`src/rtl/serial_link_pkg.sv`:
```
// Shared definitions for the 4-bit serial link (PISO transmitter / deserializer).
package serial_link_pkg;

   localparam int DEFAULT_WORD_WIDTH = 4;

   typedef enum logic {
      HUNT  = 1'b0,
      SHIFT = 1'b1
   } state_t;

endpackage : serial_link_pkg

```
`src/rtl/word_hold_reg.sv`:
```
// One-entry valid/ready holding register. A load is accepted when the slot is
// empty or drains in the same cycle; otherwise the incoming word is dropped and
// reported on drop for the caller's sticky overrun flag.
module word_hold_reg #(
   parameter int WIDTH = 4
) (
   input  logic             clk,
   input  logic             rst_n,
   input  logic             load,
   input  logic [WIDTH-1:0] load_data,
   input  logic             ready,
   output logic [WIDTH-1:0] data,
   output logic             valid,
   output logic             drop
);

   logic accept;

   // Slot can take a word if empty or being consumed this cycle.
   always_comb begin
      accept = !valid || ready;
      drop   = load && !accept;
   end

   // Load on accept, otherwise clear valid after a transfer; data holds while stalled.
   always_ff @(posedge clk or negedge rst_n) begin
      if (!rst_n) begin
         data  <= '0;
         valid <= 1'b0;
      end else if (load && accept) begin
         data  <= load_data;
         valid <= 1'b1;
      end else if (valid && ready) begin
         valid <= 1'b0;
      end
   end

endmodule : word_hold_reg

```
`src/rtl/serial_word_deserializer.sv`:
```
// Receive stage of the serial link: assembles MSB-first bits sampled on bit_en
// into WIDTH-bit words, aligned by sync, and hands them to a 1-entry output
// register. Reports framing faults (sync mid-word) and overruns.
module serial_word_deserializer
   import serial_link_pkg::*;
#(
   parameter int WIDTH      = DEFAULT_WORD_WIDTH,
   parameter bit CONTINUOUS = 1'b1
) (
   input  logic             clk,
   input  logic             rst_n,
   input  logic             serial_in,
   input  logic             bit_en,
   input  logic             sync,
   output logic [WIDTH-1:0] out_data,
   output logic             out_valid,
   input  logic             out_ready,
   output logic             overrun,
   input  logic             clr_overrun,
   output logic             frame_err,
   output logic             busy
);

   localparam int             CW   = $clog2(WIDTH);
   localparam logic [CW-1:0]  LAST = CW'(WIDTH - 1);

   state_t           state_q, state_d;
   logic [CW-1:0]    cnt_q, cnt_d;
   logic [WIDTH-1:0] asm_q, asm_d, shifted;
   logic             frame_err_d;
   logic             word_done;
   logic             drop;

   // Word as it would look with the current bit shifted in.
   assign shifted = {asm_q[WIDTH-2:0], serial_in};

   // State, bit counter, assembly register and registered flags.
   always_ff @(posedge clk or negedge rst_n) begin
      if (!rst_n) begin
         state_q   <= HUNT;
         cnt_q     <= '0;
         asm_q     <= '0;
         frame_err <= 1'b0;
         overrun   <= 1'b0;
      end else begin
         state_q   <= state_d;
         cnt_q     <= cnt_d;
         asm_q     <= asm_d;
         frame_err <= frame_err_d;
         // A drop in the same cycle as a clear keeps the flag set.
         if (drop)
            overrun <= 1'b1;
         else if (clr_overrun)
            overrun <= 1'b0;
      end
   end

   // Next-state: hunt for sync, then shift bits and detect word end / resync.
   always_comb begin
      state_d     = state_q;
      cnt_d       = cnt_q;
      asm_d       = asm_q;
      frame_err_d = 1'b0;
      word_done   = 1'b0;
      case (state_q)
         HUNT: begin
            if (bit_en && sync) begin
               state_d = SHIFT;
               asm_d   = shifted;
               cnt_d   = CW'(1);
            end
         end
         SHIFT: begin
            if (bit_en) begin
               if (sync && cnt_q != '0) begin
                  // Resync mid-word: throw away the partial word, restart at this MSB.
                  frame_err_d = 1'b1;
                  asm_d       = {{(WIDTH-1){1'b0}}, serial_in};
                  cnt_d       = CW'(1);
               end else begin
                  asm_d = shifted;
                  if (cnt_q == LAST) begin
                     word_done = 1'b1;
                     cnt_d     = '0;
                     if (!CONTINUOUS)
                        state_d = HUNT;
                  end else begin
                     cnt_d = cnt_q + 1'b1;
                  end
               end
            end
         end
         default: state_d = HUNT;
      endcase
   end

   // Busy only while a partial word is pending (not at a word boundary).
   always_comb begin
      busy = (state_q == SHIFT) && (cnt_q != '0);
   end

   word_hold_reg #(.WIDTH(WIDTH)) u_hold (
      .clk       (clk),
      .rst_n     (rst_n),
      .load      (word_done),
      .load_data (shifted),
      .ready     (out_ready),
      .data      (out_data),
      .valid     (out_valid),
      .drop      (drop)
   );

endmodule : serial_word_deserializer
```
`config.mk`:
```
export PLATFORM = sky130hd
export DESIGN_NAME = serial_word_deserializer
export DESIGN_NICKNAME = d
export VERILOG_FILES = /design/src/rtl/serial_link_pkg.sv /design/src/rtl/word_hold_reg.sv /design/src/rtl/serial_word_deserializer.sv
export SDC_FILE = /design/constraint.sdc
export NUM_CORES = 1
export LEC_CHECK = 0
export CAP_MARGIN = 20
export CORE_AREA = 2 2 39 41
export CTS_BUF_LIST = sky130_fd_sc_hd__clkbuf_2
export CTS_CLUSTER_SIZE = 16
export DETAILED_ROUTE_END_ITERATION = 16
export DIE_AREA = 0 0 41 43
export PLACE_DENSITY = 0.84
export SLEW_MARGIN = 20
export SYNTH_ARGS = -nofsm -noshare
export SYNTH_HDL_FRONTEND = slang
export SYNTH_SLANG_ARGS = --single-unit
```
`constraint.sdc`:
```
create_clock -name clk -period 3.55 [get_ports clk]
set_input_delay 0.71 -clock clk [delete_from_list [all_inputs] [get_ports clk]]
set_output_delay 0.71 -clock clk [all_outputs]
set_load 0.02 [all_outputs]
```
==> Yosys cells after proc, flatten, opt, wreduce, memory -nomap -nowiden <==
Index checks and enable logic that the tools add are counted.
{ "word_totals": {"register_bits": 13, "inputBits": 7, "output_inout_bits": 8, "word_cells": 47} }
{ "classes": {"addsub": 1, "n_eq_ne": 3, "mux": 22, "n_bitwise": 1, "n_reduce_logical": 13} }
{ "op_table": {"columns": ["op", "n"], "rows": [
  ["$mux W1", 13],
  ["$mux W3", 3],
  ["$mux W2", 4],
  ["$logic_and A1 B1 Y1", 6],
  ["$pmux W3 S2", 1],
  ["$reduce_bool A2 Y1", 3],
  ["$ne A2 B2 Y1 const B", 2],
  ["$pmux W2 S2", 1],
  ["$add A2 B1 Y2 const B", 1],
  ["$eq A2 B2 Y1 const B", 1],
  ["$logic_not A1 Y1", 2],
  ["$reduce_and A2 Y1", 1],
  ["$logic_or A1 B1 Y1", 1],
  ["$not A1 Y1", 1]
]} }

==> Depth between registers and ports, before layout <==
{ "logic_depth": {"depth_word": 7, "ltp_mapped": 5, "ltp_nobuf": 5} }

==> By module <==
From an unflattened synthesis, not the netlist that was laid out.
{ "hier_totals": {"hier_cells": 53, "area_unflattened_um2": 630.6} }
{ "by_module_without_submodules": {"columns": ["mod", "instances", "cells_each", "area_each_um2", "seq_area_each_um2"], "rows": [
  ["serial_word_deserializer", 1, 39, 409.1, 200.2],
  ["word_hold_reg", 1, 14, 221.5, 125.1]
]} }

==> Worst setup path before layout <==
OpenSTA, ideal clock, no wires.
{ "synth_timing": {"kind": "register to output", "startpoint": "register cnt_q[0]", "endpoint": "output busy", "arrival_time_ns": 0.945, "t_required_ns": 2.840, "setup_slack_ns": 1.895, "path_stages_with_launch": 4, "path_buffers": 0, "path_cell_list": "dfrtp_1 inv_1 ha_1 nor2b_1"} }
{ "synth_via": {"elab_chain_cells": 2} }
{ "synth_rtl": {"columns": ["item", "line_no", "text"], "rows": [
  ["from (decl)", "serial_word_deserializer.sv:28", "logic [CW-1:0] cnt_q, cnt_d;"],
  ["from (signal assigned)", "serial_word_deserializer.sv:47", "cnt_q <= cnt_d;"],
  ["$reduce_bool A2 Y1", "serial_word_deserializer.sv:99", "busy = (state_q == SHIFT) && (cnt_q != '0);"],
  ["$logic_and A1 B1 Y1", "serial_word_deserializer.sv:99", null],
  ["to (decl)", "serial_word_deserializer.sv:21", "output logic busy"]
]} }
No other way between the ends.

==> Worst setup path in the final report <==
Same ends and word-level chain as after synthesis.

==> out/summary.md <==
- 443 — via count
- 1380 um^2 — Floorplan Core Area
- 0 — number of warning messages in the yosys log
- 124 — number of filler instances in the final layout
- 14 — Site Rows
- 1 — depth of the CTS H-tree
- 69.4% — final cycle utilization of the critical path
- 267 um^2 — area taken by multi-input logic gates
- 0 — final max-slew violation count
- 0 ns — Final TNS setup
- primary output — element type at the critical path end
- yes — CTS tree
- 0.0116 ns — final setup skew
- 53.3% — area share of the leading cell type in the synthesized netlist
- 667 nW/um^2 — total power density per cell area
- 15.5% — combined global-route utilization of all metal layers
- 0 — max capacitance violation total
- 4 — largest fanout of any net on the critical path
- 13 — clock net sink count
- reg -> out — startpoint-to-endpoint class of the critical path
- 2.46 ns — Final Critical Period
- 406 MHz — Max Freq
- dfrtp_1 — library cell with the largest summed area after synthesis
- 5.34 — Vias/cell
- 0 — final number of hold-violating endpoints
- 43 um — height of the chip
- 2.84 ns — required time of the worst setup path
- 19.4% — layout cell share with drive strength beyond 1
- 0 — grt ovf
- false — RSZ-0062 raised after global routing
- 53.3% — fraction of the yosys area taken by sequential cells
- dfrtp_1 53%, mux2_4 9.8%, ha_1 4.1%, nand4_4 3.5%, o21ai_0 2.5% — Synth area leaders
- 13.8 um — routed wirelength normalized by instance count
- flip-flop — kind of start point of the critical path
- 79 — Placed Cells
- 44.1% — effective utilization at floorplan
- finished, final reports clean — result of the run
- 1150 um — overall routed net length
- 0.528 ns — Fin Hold WS
- 15 — I/O pins
- 0 — post-CTS repair timing setup buffer count
- 0 — initial antenna violation count
- 325 um^2 — sequential cell area
- 0 — number of instances resized during post-cts repair
- 13 — #FFs+latches synth
- 50 — cells after synthesis
- 0.28 ns — clock latency reported for the late side of the worst-skew pair
- 59 — post-synthesis net count
- 4 — number of iterations in the first detailed-routing pass
- 14 — count of buffers from port buffering
- 854 um — post-DP HPWL
- 0.278 mV — maximum resistive drop on vdd
- 1750 um — first-pass GRT wire length
- 77 — count of nets after finishing
- 0 — hold buffer count at cts
- 0 — final setup vio count
- 0 — antenna-violating nets left
- 444 — via count of the first global-routing pass
- 6 — First DRT Iteration DRCs
- 23 — count of unique library cells instantiated by Yosys
- 14 — pin count of the biggest net entering global routing
- 0.13 ns — clock-pin slew on the worst setup and hold paths
- 0.769 — Final GP Congestion
- clkbuf_2 — CTS root buf
- 0 — diodes inserted
- 0 — number of design rule violations left after detail routing
- 2 — Longest Clk Path Bufs
- 3 — total CTS buffers
- 611 um^2 — post-synth design cell area
- 0.000354 uW — leakage power figure
- reg -> reg — class of the tightest hold or removal check
- 28.3% — Syn-to-layout area delta
- 12.2 um^2 — synthesized area per cell
- 83 — post-route insts no fill
- 1760 um^2 — total die area
- 1.75 ns — Worst EP arrival
- 60.4% — worst max-slew margin expressed relative to the limit
- 0.592 ns — actual slew at the worst max-slew pin
- 41 um — Die X
-- kinds of logic (layout without fill, tap and decap cells) --
kind of cell / after synthesis / in the layout / share of synthesized area (%)
muxes: 5 / 5 / 11.7
adders and majority gates: 2 / 2 / 4.10
buffers and inverters: 4 / 21 / 3.07
AOI/OAI and AO/OA: 11 / 11 / 11.5
DFF: 13 / 13 / 53.3
and+or+nand+nor: 15 / 15 / 16.4
-- through the flow --
stage          setup WS [ns]  utilization, %  instance area, um^2  total power [uW]
6_report                1.09            56.6                  783               523
5_1_grt                0.957            56.6                  783               555
4_1_cts                 1.08            56.6                  783               526
3_5_place_dp            1.40            55.2                  763               450
3_3_place_gp            1.42            55.2                  763               445
2_1_floorplan           1.89               -                  611               352
-- flip-flops by register name, indices dropped and copies added (netlist names) --
signal,flops
asm_q,3
overrun,1
u_hold.valid,1
frame_err,1
cnt_q,2
u_hold.data,4
state_q,1
-- power breakdown --
| part | switching, uW | internal, uW |
|---|---|---|
| Sequential | 26.6 | 190 |
| Combinational | 105 | 124 |
| Clock | 47.6 | 29.9 |
| Total | 179 | 344 |
-- path summary, 6_finish.rpt --
kind                            slack, ns                    endpoint                        from  cells past startpoint
worst max-delay path                 1.09                        busy        cnt_q[0]$_DFFE_PN0P_                      4
worst min-delay path                 0.53  u_hold.data[3]$_DFFE_PN0P_  u_hold.data[3]$_DFFE_PN0P_                      1
worst max register to register       2.02  u_hold.data[1]$_DFFE_PN0P_        cnt_q[0]$_DFFE_PN0P_                      5
worst min register to register       0.53  u_hold.data[3]$_DFFE_PN0P_  u_hold.data[3]$_DFFE_PN0P_                      1
max in group asynchronous            2.37  u_hold.data[2]$_DFFE_PN0P_                       rst_n                      1
min in group asynchronous            0.79        cnt_q[0]$_DFFE_PN0P_                       rst_n                      1
-- metal layers --
| metal | GRT usage (%) | share of wire (%) | vias up |
|---|---|---|---|
| li1 | - | - | 209 |
| met1 | 16.3 | 43 | 208 |
| met2 | 23.4 | 48 | 22 |
| met3 | 5.76 | 6.3 | 4 |
| met4 | 12.0 | 2.7 | 0 |
| met5 | 0 | 0 | - |
-- critical path, stage by stage (launching register included) --
cell             delay [ns]
dfrtp_1                0.40
inv_1                  0.07
ha_1                   0.24
nor2b_1                0.15
clkdlybuf4s50_1        0.62
-- cells in the mapped netlist (all sizes together) --
master / count
and2: 1
a21o: 1
ha: 2
nand3: 2
nand3b: 1
nor3b: 1
o22ai: 1
o21a: 1
a21boi: 1
nor2b: 1
a21oi: 2
o21bai: 2
nand2: 3
nor2: 2
and3: 1
buf: 1
o21ai: 3
mux2: 5
nand4: 1
dfrtp: 13
nand2b: 2
inv: 3
-- cells in the final DEF, fill, tap and decap left out, drive strengths merged --
master	n
clkdlybuf4s50	14
dfrtp	13
mux2	5
clkbuf	4
inv	3
o21ai	3
nand2	3
nand2b	2
nand3	2
o21bai	2
nor2	2
a21oi	2
ha	2
a21o	1
nor2b	1
and3	1
and2	1
nand4	1
o21a	1
nor3b	1
a21boi	1
o22ai	1
nand3b	1
-- final cells by class --
cell class	instances	area share (%)
Sequential cell	13	41.5
Multi-Input combinational cell	33	34.0
Timing Repair Buffer	14	17.9
Clock buffer	4	2.56
Tap cell	16	2.56
Inverter	3	1.44
Note: power is estimated with default switching activity, not from simulation.
